--- src/rtl/fill_cmd_dispatch_if.sv ---
`default_nettype none
// ============================================================================
// Module   : fill_cmd_dispatch_if
// Brief    : Host-decoder to dispatcher command channel (valid/ready + data).
// Revision : 1.0 - initial release
// ============================================================================
interface fill_cmd_dispatch_if;
   logic        cmd_valid;
   logic        cmd_ready;
   logic [75:0] cmd_data;

   // master: host decoder side; slave: dispatcher side
   modport master (output cmd_valid, output cmd_data, input cmd_ready);
   modport slave  (input cmd_valid, input cmd_data, output cmd_ready);
endinterface
`default_nettype wire

--- src/rtl/fill_cmd_dispatch.sv ---
`default_nettype none
// ============================================================================
// Module   : fill_cmd_dispatch
// Brief    : Command FIFO and fill-stage issuer with coordinate normalisation.
//            Optional WAIT watchdog enabled by macro FILL_TIMEOUT_EN.
// Revision : 1.0 - initial release
// ============================================================================
module fill_cmd_dispatch #(
   parameter int DEPTH    = 4,
   parameter int CNT_BITS = 3
`ifdef FILL_TIMEOUT_EN
   ,
   parameter int TIMEOUT_CYCLES = 65535
`endif
) (
   input  logic                clk,
   input  logic                n_rst,
   fill_cmd_dispatch_if.slave  cmd_if,
   output logic                fill_en,
   input  logic                done,
   output logic                fill_type,
   output logic [47:0]         coordinates,
   output logic [1:0]          texture_code,
   output logic [23:0]         color_code,
   output logic                layer_num,
   output logic                busy,
   output logic [CNT_BITS-1:0] cmd_count,
   output logic                err_timeout
);

   localparam int c_PTR_W = $clog2(DEPTH);

   typedef enum logic [1:0] {
      S_IDLE  = 2'd0,
      S_ISSUE = 2'd1,
      S_WAIT  = 2'd2
   } state_t;

   state_t              r_state;
   logic [75:0]         r_mem [DEPTH];
   logic [c_PTR_W-1:0]  r_wr_ptr;
   logic [c_PTR_W-1:0]  r_rd_ptr;
   logic [CNT_BITS-1:0] r_count;

   logic                r_fill_en;
   logic                r_busy;
   logic                r_fill_type;
   logic [47:0]         r_coords;
   logic [1:0]          r_texture;
   logic [23:0]         r_color;
   logic                r_layer;

   logic                w_full;
   logic                w_empty;
   logic                w_push;
   logic                w_pop;
   logic [75:0]         w_head;
   logic [11:0]         w_x1;
   logic [11:0]         w_y1;
   logic [11:0]         w_x2;
   logic [11:0]         w_y2;
   logic                w_swap_x;
   logic                w_swap_y;

   assign w_full   = (r_count == CNT_BITS'(DEPTH));
   assign w_empty  = (r_count == '0);

   // Held low while in reset so the host never sees a ready it cannot use.
   assign cmd_if.cmd_ready = n_rst & ~w_full;
   assign w_push   = cmd_if.cmd_valid & cmd_if.cmd_ready;
   assign w_pop    = (r_state == S_IDLE) & ~w_empty;

   assign w_head   = r_mem[r_rd_ptr];
   assign w_x1     = w_head[74:63];
   assign w_y1     = w_head[62:51];
   assign w_x2     = w_head[50:39];
   assign w_y2     = w_head[38:27];
   assign w_swap_x = (w_x1 > w_x2);
   assign w_swap_y = (w_y1 > w_y2);

   // Storage carries no reset; occupancy alone defines validity.
   always_ff @(posedge clk) begin
      if (w_push) begin
         r_mem[r_wr_ptr] <= cmd_if.cmd_data;
      end
   end

   always_ff @(posedge clk or negedge n_rst) begin
      if (!n_rst) begin
         r_wr_ptr <= '0;
         r_rd_ptr <= '0;
         r_count  <= '0;
      end else begin
         if (w_push) begin
            r_wr_ptr <= r_wr_ptr + c_PTR_W'(1);
         end
         if (w_pop) begin
            r_rd_ptr <= r_rd_ptr + c_PTR_W'(1);
         end
         case ({w_push, w_pop})
            2'b10:   r_count <= r_count + CNT_BITS'(1);
            2'b01:   r_count <= r_count - CNT_BITS'(1);
            default: r_count <= r_count;
         endcase
      end
   end

`ifdef FILL_TIMEOUT_EN
   localparam logic [15:0] c_TMO_LAST = 16'(TIMEOUT_CYCLES - 1);
   logic [15:0] r_tmo_cnt;
   logic        r_err_timeout;
`endif

   always_ff @(posedge clk or negedge n_rst) begin
      if (!n_rst) begin
         r_state     <= S_IDLE;
         r_fill_en   <= 1'b0;
         r_busy      <= 1'b0;
         r_fill_type <= 1'b0;
         r_coords    <= '0;
         r_texture   <= '0;
         r_color     <= '0;
         r_layer     <= 1'b0;
`ifdef FILL_TIMEOUT_EN
         r_tmo_cnt     <= '0;
         r_err_timeout <= 1'b0;
`endif
      end else begin
         case (r_state)
            S_IDLE: begin
               if (w_pop) begin
                  r_state     <= S_ISSUE;
                  r_fill_en   <= 1'b1;
                  r_busy      <= 1'b1;
                  r_fill_type <= w_head[75];
                  r_coords    <= {w_swap_x ? w_x2 : w_x1,
                                  w_swap_y ? w_y2 : w_y1,
                                  w_swap_x ? w_x1 : w_x2,
                                  w_swap_y ? w_y1 : w_y2};
                  r_texture   <= w_head[26:25];
                  r_color     <= w_head[24:1];
                  r_layer     <= w_head[0];
               end
            end
            S_ISSUE: begin
               r_state   <= S_WAIT;
               r_fill_en <= 1'b0;
`ifdef FILL_TIMEOUT_EN
               r_tmo_cnt <= '0;
`endif
            end
            S_WAIT: begin
               if (done) begin
                  r_state <= S_IDLE;
                  r_busy  <= 1'b0;
               end
`ifdef FILL_TIMEOUT_EN
               else if (r_tmo_cnt == c_TMO_LAST) begin
                  r_state       <= S_IDLE;
                  r_busy        <= 1'b0;
                  r_err_timeout <= 1'b1;
               end else begin
                  r_tmo_cnt <= r_tmo_cnt + 16'd1;
               end
`endif
            end
            default: begin
               r_state   <= S_IDLE;
               r_fill_en <= 1'b0;
               r_busy    <= 1'b0;
            end
         endcase
      end
   end

`ifdef FILL_TIMEOUT_EN
   assign err_timeout = r_err_timeout;
`else
   assign err_timeout = 1'b0;
`endif

   assign fill_en      = r_fill_en;
   assign busy         = r_busy;
   assign fill_type    = r_fill_type;
   assign coordinates  = r_coords;
   assign texture_code = r_texture;
   assign color_code   = r_color;
   assign layer_num    = r_layer;
   assign cmd_count    = r_count;

endmodule
`default_nettype wire

--- src/flat_wrapper.sv ---
// flat-port wrapper written by rule: the top's interface ports become plain ports
module fill_cmd_dispatch_flat 
#(
   parameter int DEPTH    = 4,
   parameter int CNT_BITS = 3

)
  (clk, n_rst, fill_en, done, fill_type, coordinates, texture_code, color_code, layer_num, busy, cmd_count, err_timeout, cmd_if_cmd_valid, cmd_if_cmd_data, cmd_if_cmd_ready);
  fill_cmd_dispatch_if cmd_if_i ();
  input  logic clk;
  input  logic n_rst;
  output logic fill_en;
  input  logic done;
  output logic fill_type;
  output logic [47:0] coordinates;
  output logic [1:0] texture_code;
  output logic [23:0] color_code;
  output logic layer_num;
  output logic busy;
  output logic [CNT_BITS-1:0] cmd_count;
  output logic err_timeout;
  input wire logic [$bits(cmd_if_i.cmd_valid)-1:0] cmd_if_cmd_valid;
  input wire logic [$bits(cmd_if_i.cmd_data)-1:0] cmd_if_cmd_data;
  output wire logic [$bits(cmd_if_i.cmd_ready)-1:0] cmd_if_cmd_ready;
  assign cmd_if_i.cmd_valid = cmd_if_cmd_valid;
  assign cmd_if_i.cmd_data = cmd_if_cmd_data;
  assign cmd_if_cmd_ready = cmd_if_i.cmd_ready;
  fill_cmd_dispatch #(.DEPTH(DEPTH), .CNT_BITS(CNT_BITS)) u_core (.clk(clk), .n_rst(n_rst), .cmd_if(cmd_if_i), .fill_en(fill_en), .done(done), .fill_type(fill_type), .coordinates(coordinates), .texture_code(texture_code), .color_code(color_code), .layer_num(layer_num), .busy(busy), .cmd_count(cmd_count), .err_timeout(err_timeout));
endmodule
--- config.mk ---
export PLATFORM = sky130hd
export DESIGN_NAME = fill_cmd_dispatch_flat
export DESIGN_NICKNAME = d
export VERILOG_FILES = /design/src/rtl/fill_cmd_dispatch_if.sv /design/src/rtl/fill_cmd_dispatch.sv /design/src/flat_wrapper.sv
export SDC_FILE = /design/constraint.sdc
export NUM_CORES = 1
export LEC_CHECK = 0
export CORE_ASPECT_RATIO = 0.9
export CORE_UTILIZATION = 57
export CTS_CLUSTER_SIZE = 16
export DETAILED_ROUTE_END_ITERATION = 7
export GPL_TIMING_DRIVEN = 0
export HOLD_SLACK_MARGIN = 0.08
export PLACE_DENSITY = 0.78
export SLEW_MARGIN = 40
export SYNTH_ARGS = -nofsm -noshare
export SYNTH_HDL_FRONTEND = slang
export SYNTH_SLANG_ARGS = --single-unit
--- constraint.sdc ---
create_clock -name clk -period 3.5 [get_ports clk]
set_input_delay 0.875 -clock clk [delete_from_list [all_inputs] [get_ports clk]]
set_output_delay 0.875 -clock clk [all_outputs]
set_load 0.02 [all_outputs]
Word level (Yosys, flattened, before mapping)
Memories as Yosys holds them, arrays and structs flattened. Cells that the tools add are included.

Flip-flop bits (word level): 87. RAM bits: 304. Input bits: 80. Output and inout port bits: 83. Word-level logic and storage cells: 53. Memories: 1.

Memories: u_core.r_mem (depth 4, bits a word 76, read ports 1, clocked after Yosys merged registers in 0, write ports 1, RTL line fill_cmd_dispatch.sv:40) `logic [75:0] r_mem [DEPTH];`.

$add $sub $neg: 4. Magnitude comparators: 2. Eq/ne operators: 7. Muxes and demuxes: 14. Bitwise gates (word level): 7. Reduce and logical (&&, ||, !) cells: 7.

Operators with widths (number): 2-to-1 mux 12 bit (4); greater-than comparator 12 bit (2); case mux 2 bit (3 select lines) (1); case mux 3 bit (2 select lines) (1); AND reduction 2 bit (3); adder 2 x 1 -> 2 bit (second input constant) (2); == test 2 x 1 -> 1 bit (second input constant) (2); == test 2 bit (second input constant) (2); 2-to-1 mux 1 bit (4); 2-to-1 mux 2 bit (2); inverter 1 bit (4); adder 3 x 1 -> 3 bit (second input constant) (1); AND 1 bit (3); == test 3 bit (second input constant) (1); logical NOT 3 bit (1); case mux 1 bit (3 select lines) (1); AND reduction 3 bit (1); subtractor 3 x 1 -> 3 bit (second input constant) (1); logical NOT 2 bit (1); != test 2 x 1 -> 1 bit (second input constant) (1); != test 2 bit (second input constant) (1); case mux 1 bit (2 select lines) (1); nonzero test 2 bit (1).

Logic depth before layout (Yosys ltp)
Gate-level depths: netlist of run 1.

Depth after elaboration: 6. Gate-level depth with buffers: 14. Gate-level depth less buffers: 10.

Worst setup path after synthesis of run 1
OpenSTA, ideal clock, no wires.

Path kind: input port to flip-flop. Start: input n_rst. End: memory u_core.r_mem[1][0], enable pin. Library setup time: 0.443 ns. Data arrival time: 3.342 ns. Data required time: 3.057 ns. Slack: -0.285 ns. Stages: 3. Cells stage by stage: inv_1 > a31oi_1 > and3_1.

Cells in the longest elaborated chain, start to end: 4.

RTL lines: start: declaration (RTL line flat_wrapper.sv:11) `input logic n_rst;`; AND 1 bit (RTL line fill_cmd_dispatch.sv:69) `assign cmd_if.cmd_ready = n_rst & ~w_full;`; via cmd_if_cmd_ready (RTL line flat_wrapper.sv:24) `output wire logic [$bits(cmd_if_i.cmd_ready)-1:0] cmd_if_cmd_ready;`; AND 1 bit (RTL line fill_cmd_dispatch.sv:70) `assign w_push = cmd_if.cmd_valid & cmd_if.cmd_ready;`; 2-to-1 mux 1 bit (RTL line fill_cmd_dispatch.sv:83) `if (w_push) begin`; 2-to-1 mux 1 bit (not written as such) (RTL line fill_cmd_dispatch.sv:84) `r_mem[r_wr_ptr] <= cmd_if.cmd_data;`; end: declaration (RTL line fill_cmd_dispatch.sv:40).

The timed path passes the listed nets, and every way through them passes these cells.

Worst setup path in the final report of run 1
Start: register u_core.r_rd_ptr[0]. End: register u_core.r_coords[11] (netlist: u_core.coordinates[11]).

Cells in the longest elaborated chain, start to end: 3.

RTL lines: start: declaration (RTL line fill_cmd_dispatch.sv:42) `logic [c_PTR_W-1:0] r_rd_ptr;`; start signal: assignment (RTL line fill_cmd_dispatch.sv:98) `r_rd_ptr <= r_rd_ptr + c_PTR_W'(1);`; memory (4 x 76 bit) (*); greater-than comparator 12 bit (RTL line fill_cmd_dispatch.sv:79) `assign w_swap_y = (w_y1 > w_y2);`; 2-to-1 mux 12 bit (*) (RTL line fill_cmd_dispatch.sv:139) `w_swap_y ? w_y1 : w_y2};`; end signal: assignment (RTL line fill_cmd_dispatch.sv:136) `r_coords <= {w_swap_x ? w_x2 : w_x1,`; end: declaration (RTL line fill_cmd_dispatch.sv:48) `logic [47:0] r_coords;`.

Mark *: on every way between the ends. The rest lies on a longest branch, timed or not. A chain may end at the register's enable or synchronous reset.

==> results.toml, run 1 <==
[sta]
fin_skew_ns = 0.01505
slew_headroom_pct = 57.60
rsz0062_at_grt = "false"
final.min_clock_period_ns = 3.343
setup_viol = 0
timing.fmax_mhz = 299.1
hold_violations = 0
period_share_pct = 95.51
drv_slew = 0
worstMarginPinSlew_ns = 0.6330

[die]
ios = 163
die_y_um = 161.6
die-width_um = 179.3
num_rows = 58
fp.coreArea_um2 = 27870
initial_utilization_pct = 57.89
die-area_um2 = 28980

[route]
remaining_drc_errors = 18
totalWireLength_um = 35110
drt-initial-drc-count = 953
antenna_left = 0
vias_per_cell = 5.940
routed-via-count = 9367
wire_per_inst_um = 22.27
drtPass1Iterations = 7

[finish]
nets = 1297
n_fill_cell = 1793
n_antenna_cell = 0
fin_area_um2 = 19830
seqCellArea_um2 = 11310
multi_input_area_um2 = 4373
drive_above_1_share_pct = 18.41
fin_cells = 1577
syn2layout_area_growth_pct = 22.93

[clock_network]
cts_tree = "built"
clkSlewWorstSetupHoldPaths_ns = 0.07
clk_latency_ns = 0.53
cts.sinks = 391
h-tree-depth = 2
ctsHoldBuffers = 0
clockBufferDepth = 3
ctsRootBufferMaster = "clkbuf_16"
numCtsBuffers = 39

[grt]
grt_pass1_vias = 9474
grt_max_degree = 57
antenna_found_initial = 2
grt_overflow = 0
grtUsageTotal_pct = 25.04
grt_pass1_wl_um = 53990

[power_and_ir_drop]
p_sw_mw = 6.816
p_int_mw = 12.23
p_leak_nw = 7.249
clockPowerShare_pct = 22.5
vdd_drop_max_mv = 0.5933
swShare_pct = 35.78
p_per_area_nw_per_um2 = 960.5
total_power_mw = 19.05
power_frac_seq_pct = 33.6
pwr-share-comb_pct = 43.9

[synthesis]
syn-num-nets = 1079
avgSynthCellArea_um2 = 16.65
ys_top_cells_by_area = "edfxtp_1 (57%), dfrtp_1 (13%), mux4_2 (8.9%)"
synth-edff-count = 304
synth_seq_cells = 391
yosysTopAreaCell = "edfxtp_1"
netlist_instances = 969
synthArstFlopShare_pct = 22.25
yosysWarnings = 0
synth_most_common_cell = "edfxtp_1"
synth_commonest_cells = "edfxtp_1 (304), nand2_1 (93), dfrtp_1 (87), mux4_2 (64), nor2_1 (62)"
ys.flop_type = "edfxtp_1"
ys_types = 46
seq_area_frac_synth_pct = 70.08
netlist_area_um2 = 16130
yosys.area.top_type_share_pct = 56.58

[critical_path]
r2r-end = "u_core.coordinates[11]"
reg2reg_slack_ns = 0.16
endpoint_kind = "flop"
crit_type = "flop to flop"
worstPathRequired_ns = 3.90
r2r-start = "u_core.r_rd_ptr[0]"
rr_worst_depth = 14
arrival_ns = 3.74
start_kind = "flop"
worstPathMaxFanout = 10

[place]
place_area_um2 = 18410
dp.cells = 1499
port_buffers = 161
place.gp.congestion = 0.8947
dp_hpwl_um = 23230

[run_status]
violations = "design-rule violations"
status = "complete, but fails checks"

[worst_hold_path]
hold_class = "input pin to async pin"

[flow_run]
maxCapViolCount = 0
## worst max path at each step
stage | startpoint | endpoint | depth (start not counted) | slack [ns]
global route | u_core.r_rd_ptr[0] | u_core.coordinates[11] | 14 | 0.002
CTS | u_core.r_rd_ptr[1] | u_core.coordinates[37] | 10 | 0.007
global placement | n_rst | u_core.r_mem[0][58] | 4 | -3.83
finish | u_core.r_rd_ptr[0] | u_core.coordinates[11] | 14 | 0.16
floorplan | n_rst | u_core.r_mem[0][0] | 3 | 0.56
detailed placement | u_core.r_rd_ptr[1] | u_core.coordinates[47] | 11 | 0.03
## repair_timing
action | CTS | global route
gates resized for setup | 1 | 17
hold endpoints to repair | 0 | 0
endpoints found under the setup margin | 5 | 41
setup buffers | 0 | 7
pin swaps | 0 | 2
## sequential cells by signal, indices dropped and copies added, names as in the netlist
signal / cells
u_core.busy: 1
u_core.cmd_count: 3
u_core.color_code: 24
u_core.coordinates: 48
u_core.fill_en: 1
u_core.fill_type: 1
u_core.layer_num: 1
u_core.r_mem: 304
u_core.r_rd_ptr: 2
u_core.r_state: 2
u_core.r_wr_ptr: 2
u_core.texture_code: 2
## critical path, cell delays in order, from the launching register on
cell	delay, ns
dfrtp_1	0.37
buf_6	0.16
buf_12	0.16
buf_6	0.16
mux2i_1	0.14
mux2i_2	0.31
inv_1	0.09
ha_1	0.33
nand4_1	0.22
or3_1	0.45
or2_1	0.21
buf_2	0.15
buf_2	0.20
o22ai_1	0.17
a211oi_1	0.07
## metrics by stage
stage / TNS, ns / hold WS, ns / setup slack, ns / utilization, %
after floorplan: 0 / 0.4843 / 0.5568 / -
after global placement: -1349.27 / 0.4602 / -3.830 / 65.31
after detailed placement: 0 / 0.4615 / 0.03256 / 66.06
after CTS: 0 / 0.2024 / 0.007455 / 70.85
after global routing: 0 / 0.2133 / 0.002318 / 71.17
final: 0 / 0.2135 / 0.1572 / 71.17
## layer usage
metal  routed length (um)  up-vias  global-route usage [%]
li1                     -     4215                       -
met1                14980     4723                   35.73
met2                16760      349                   39.58
met3                 2455       76                   4.732
met4                  893        4                   7.448
met5                   25        -                       0
## power by group through the flow
stage               Clock, mW  Sequential [mW]  Combinational [mW]
floorplan                   0             6.92                4.91
global placement            0             6.49                7.89
detailed placement          0             6.48                8.15
CTS                      4.37             6.40                8.22
global route             4.51             6.47                9.04
finish                   4.29             6.40                8.36
## layout make-up
class,count,share of cell area (%)
clock inverters,22,1.205
inverters,34,0.6435
flip-flops and latches,391,57.01
plain buffers,60,1.937
clock buffers,49,5.526
repair buffers,177,9.362
multi-input cells,484,22.05
well taps,360,2.271
## layout by cell type, fill, tap and decap left out, types with 3 or more instances in the layout
| master | count |
|---|---|
| dfrtp_1 | 87 |
| edfxtp_1 | 304 |
| clkbuf_1 | 11 |
| a21oi_1 | 8 |
| nor2_1 | 62 |
| buf_6 | 6 |
| bufinv_16 | 5 |
| o21ai_0 | 5 |
| clkinv_1 | 5 |
| inv_1 | 34 |
| nand4_1 | 18 |
| buf_4 | 15 |
| buf_8 | 3 |
| o22ai_1 | 24 |
| buf_12 | 9 |
| clkbuf_8 | 4 |
| and3_4 | 4 |
| o22a_1 | 24 |
| clkbuf_16 | 41 |
| ha_1 | 29 |
| clkinvlp_4 | 4 |
| clkdlybuf4s50_1 | 160 |
| o211a_1 | 24 |
| clkbuf_2 | 6 |
| mux2i_1 | 28 |
| mux4_2 | 64 |
| nand2_1 | 93 |
| a211oi_1 | 14 |
| xnor2_1 | 4 |
| nor4b_1 | 24 |
| a211oi_2 | 10 |
| buf_2 | 30 |
| mux2i_2 | 8 |
| nand3_1 | 15 |
| clkinv_2 | 8 |
## logic make-up (layout without fill, tap and decap cells)
| group | Yosys count | after routing | share of synthesized area [%] |
|---|---|---|---|
| compound gates | 118 | 118 | 6.096 |
| flops | 391 | 391 | 70.08 |
| xor+xnor | 6 | 6 | 0.3257 |
| buf+inv | 94 | 342 | 3.125 |
| simple gates | 228 | 228 | 6.693 |
| mux | 101 | 101 | 11.28 |
| fa+ha+maj | 30 | 30 | 2.373 |
| other cells | 1 | 1 | 0.02324 |
Note: power is estimated with default switching activity, not from simulation.
==> inputs of run 2 (changes only) <==
CORE_MARGIN = 3   (was not set)
==> results.toml, run 2 (synthesized netlist as in run 1, its figures left out) <==
[finish]
post-route-util_pct = 71.74
layout_commonest_cell = "edfxtp_1"
drive_above_1_share_pct = 17.45
syn2layout_area_growth_pct = 22.10
n_fill_cell = 1722
regMostFlops = "u_core.r_mem"
fin_cells = 1563
n_antenna_cell = 0
nets = 1291
largest_register_ffs = 304
fin_area_um2 = 19700
layout_common_cells = "edfxtp_1 (304), clkdlybuf4s50_1 (160), nand2_1 (93)"

[critical_path]
worstPathRequired_ns = 3.89
endpoint_kind = "flop"
worstPathMaxFanout = 10
crit_type = "flop to flop"
start_kind = "flop"
arrival_ns = 3.68

[sta]
fin_setup_tns_ns = 0
final.min_clock_period_ns = 3.291
slew_headroom_pct = 57.49
period_share_pct = 94.02
rsz0062_at_grt = "false"
fin_skew_ns = 0.01839
worstMarginPinSlew_ns = 0.6377
setup_viol = 0
hold_violations = 0
drv_slew = 0
timing.fmax_mhz = 303.9

[grt]
grt_max_degree = 55
grt_overflow = 0
grtUsageTotal_pct = 23.66
grt_pass1_wl_um = 55670
grt_pass1_vias = 9729
antenna_found_initial = 4

[route]
drtPass1Iterations = 5
totalWireLength_um = 35550
vias_per_cell = 6.026
routed-via-count = 9419
antenna_left = 0
drt-initial-drc-count = 815
remaining_drc_errors = 0
wire_per_inst_um = 22.74

[clock_network]
clockBufferDepth = 3
cts_tree = "built"
numCtsBuffers = 38
h-tree-depth = 2
cts.sinks = 391
clkSlewWorstSetupHoldPaths_ns = 0.07
clk_latency_ns = 0.53
ctsRootBufferMaster = "clkbuf_16"

[worst_hold_path]
hold_class = "input pin to async pin"

[die]
die-area_um2 = 30360
ios = 163
initial_utilization_pct = 58.76
num_rows = 57
fp.coreArea_um2 = 27460
die-width_um = 183.3
die_y_um = 165.6

[place]
dp_hpwl_um = 23780
place_area_um2 = 18410
place.gp.congestion = 0.8979
port_buffers = 161
dp.cells = 1493

[power_and_ir_drop]
p_leak_nw = 7.178
total_power_mw = 18.71
vdd_drop_max_mv = 0.5848
p_per_area_nw_per_um2 = 949.9

[run_status]
status = "finished clean"

[flow_run]
maxCapViolCount = 0
run 2: changes by cell type in the layout (fill, tap and decap cells not counted), sizes merged:
cell / change
buf: -5
bufinv: -3
clkbuf: +8
clkinv: -6
clkinvlp: -3
inv: +1
run 2: critical path, cell delays in order (launching register included):
cell	delay [ns]
dfrtp_1	0.37
buf_6	0.16
buf_12	0.16
buf_6	0.16
mux2i_1	0.15
mux2i_2	0.30
inv_1	0.08
ha_1	0.30
nand4_1	0.20
or3_1	0.47
or2_1	0.22
buf_2	0.16
buf_2	0.20
o22ai_1	0.17
a211oi_2	0.06
run 2: stage by stage:
stage	hold slack, ns	setup slack (ns)
6_report	0.2240	0.2092
3_3_place_gp	0.4595	-3.835
4_1_cts	0.2155	0.01440
3_5_place_dp	0.4617	-0.01007
5_1_grt	0.2216	0.01062
2_1_floorplan	0.4843	0.5568
run 2: worst paths after layout:
kind                                   startpoint                endpoint  cells past startpoint  slack, ns
min in group clk           u_core.texture_code[0]  u_core.texture_code[0]                      2       0.47
min reg2reg                u_core.texture_code[0]  u_core.texture_code[0]                      2       0.47
max in group asynchronous                   n_rst  u_core.coordinates[28]                      2       2.69
max reg2reg                    u_core.r_rd_ptr[0]  u_core.coordinates[29]                     14       0.21
max                            u_core.r_rd_ptr[0]  u_core.coordinates[29]                     14       0.21
min                                         n_rst   u_core.color_code[20]                      1       0.22
run 2: final cells by class:
type                    count  area, um^2  area share [%]
flip-flops and latches    391       11310           57.40
multi-input cells         484        4378           22.23
repair buffers            172        1827           9.274
clock buffers              57        1104           5.603
well taps                 354       442.9           2.249
plain buffers              60       381.6           1.937
clock inverters            11       131.4          0.6670
inverters                  34       127.6          0.6479
run 2: report_power, final:
| part | total [mW] | internal (mW) | switching, mW |
|---|---|---|---|
| registers | 6.41 | 5.96 | 0.442 |
| logic | 8.27 | 3.64 | 4.63 |
| clock network | 4.04 | 2.35 | 1.69 |
| total | 18.7 | 11.9 | 6.76 |
run 2: per-layer routing:
metal,wire length [um],up-vias,global-route usage [%]
met5,53,-,0
met4,852,8,6.623
met3,2381,67,4.474
met2,16940,347,37.37
met1,15320,4794,34.46
li1,-,4203,-
run 2: timing repair:
item	CTS	global route
hold buffers	0	0
pin swaps	0	1
setup buffers	0	2
setup endpoints to repair	3	42
endpoints found under the hold margin	0	0
resized for setup	1	14
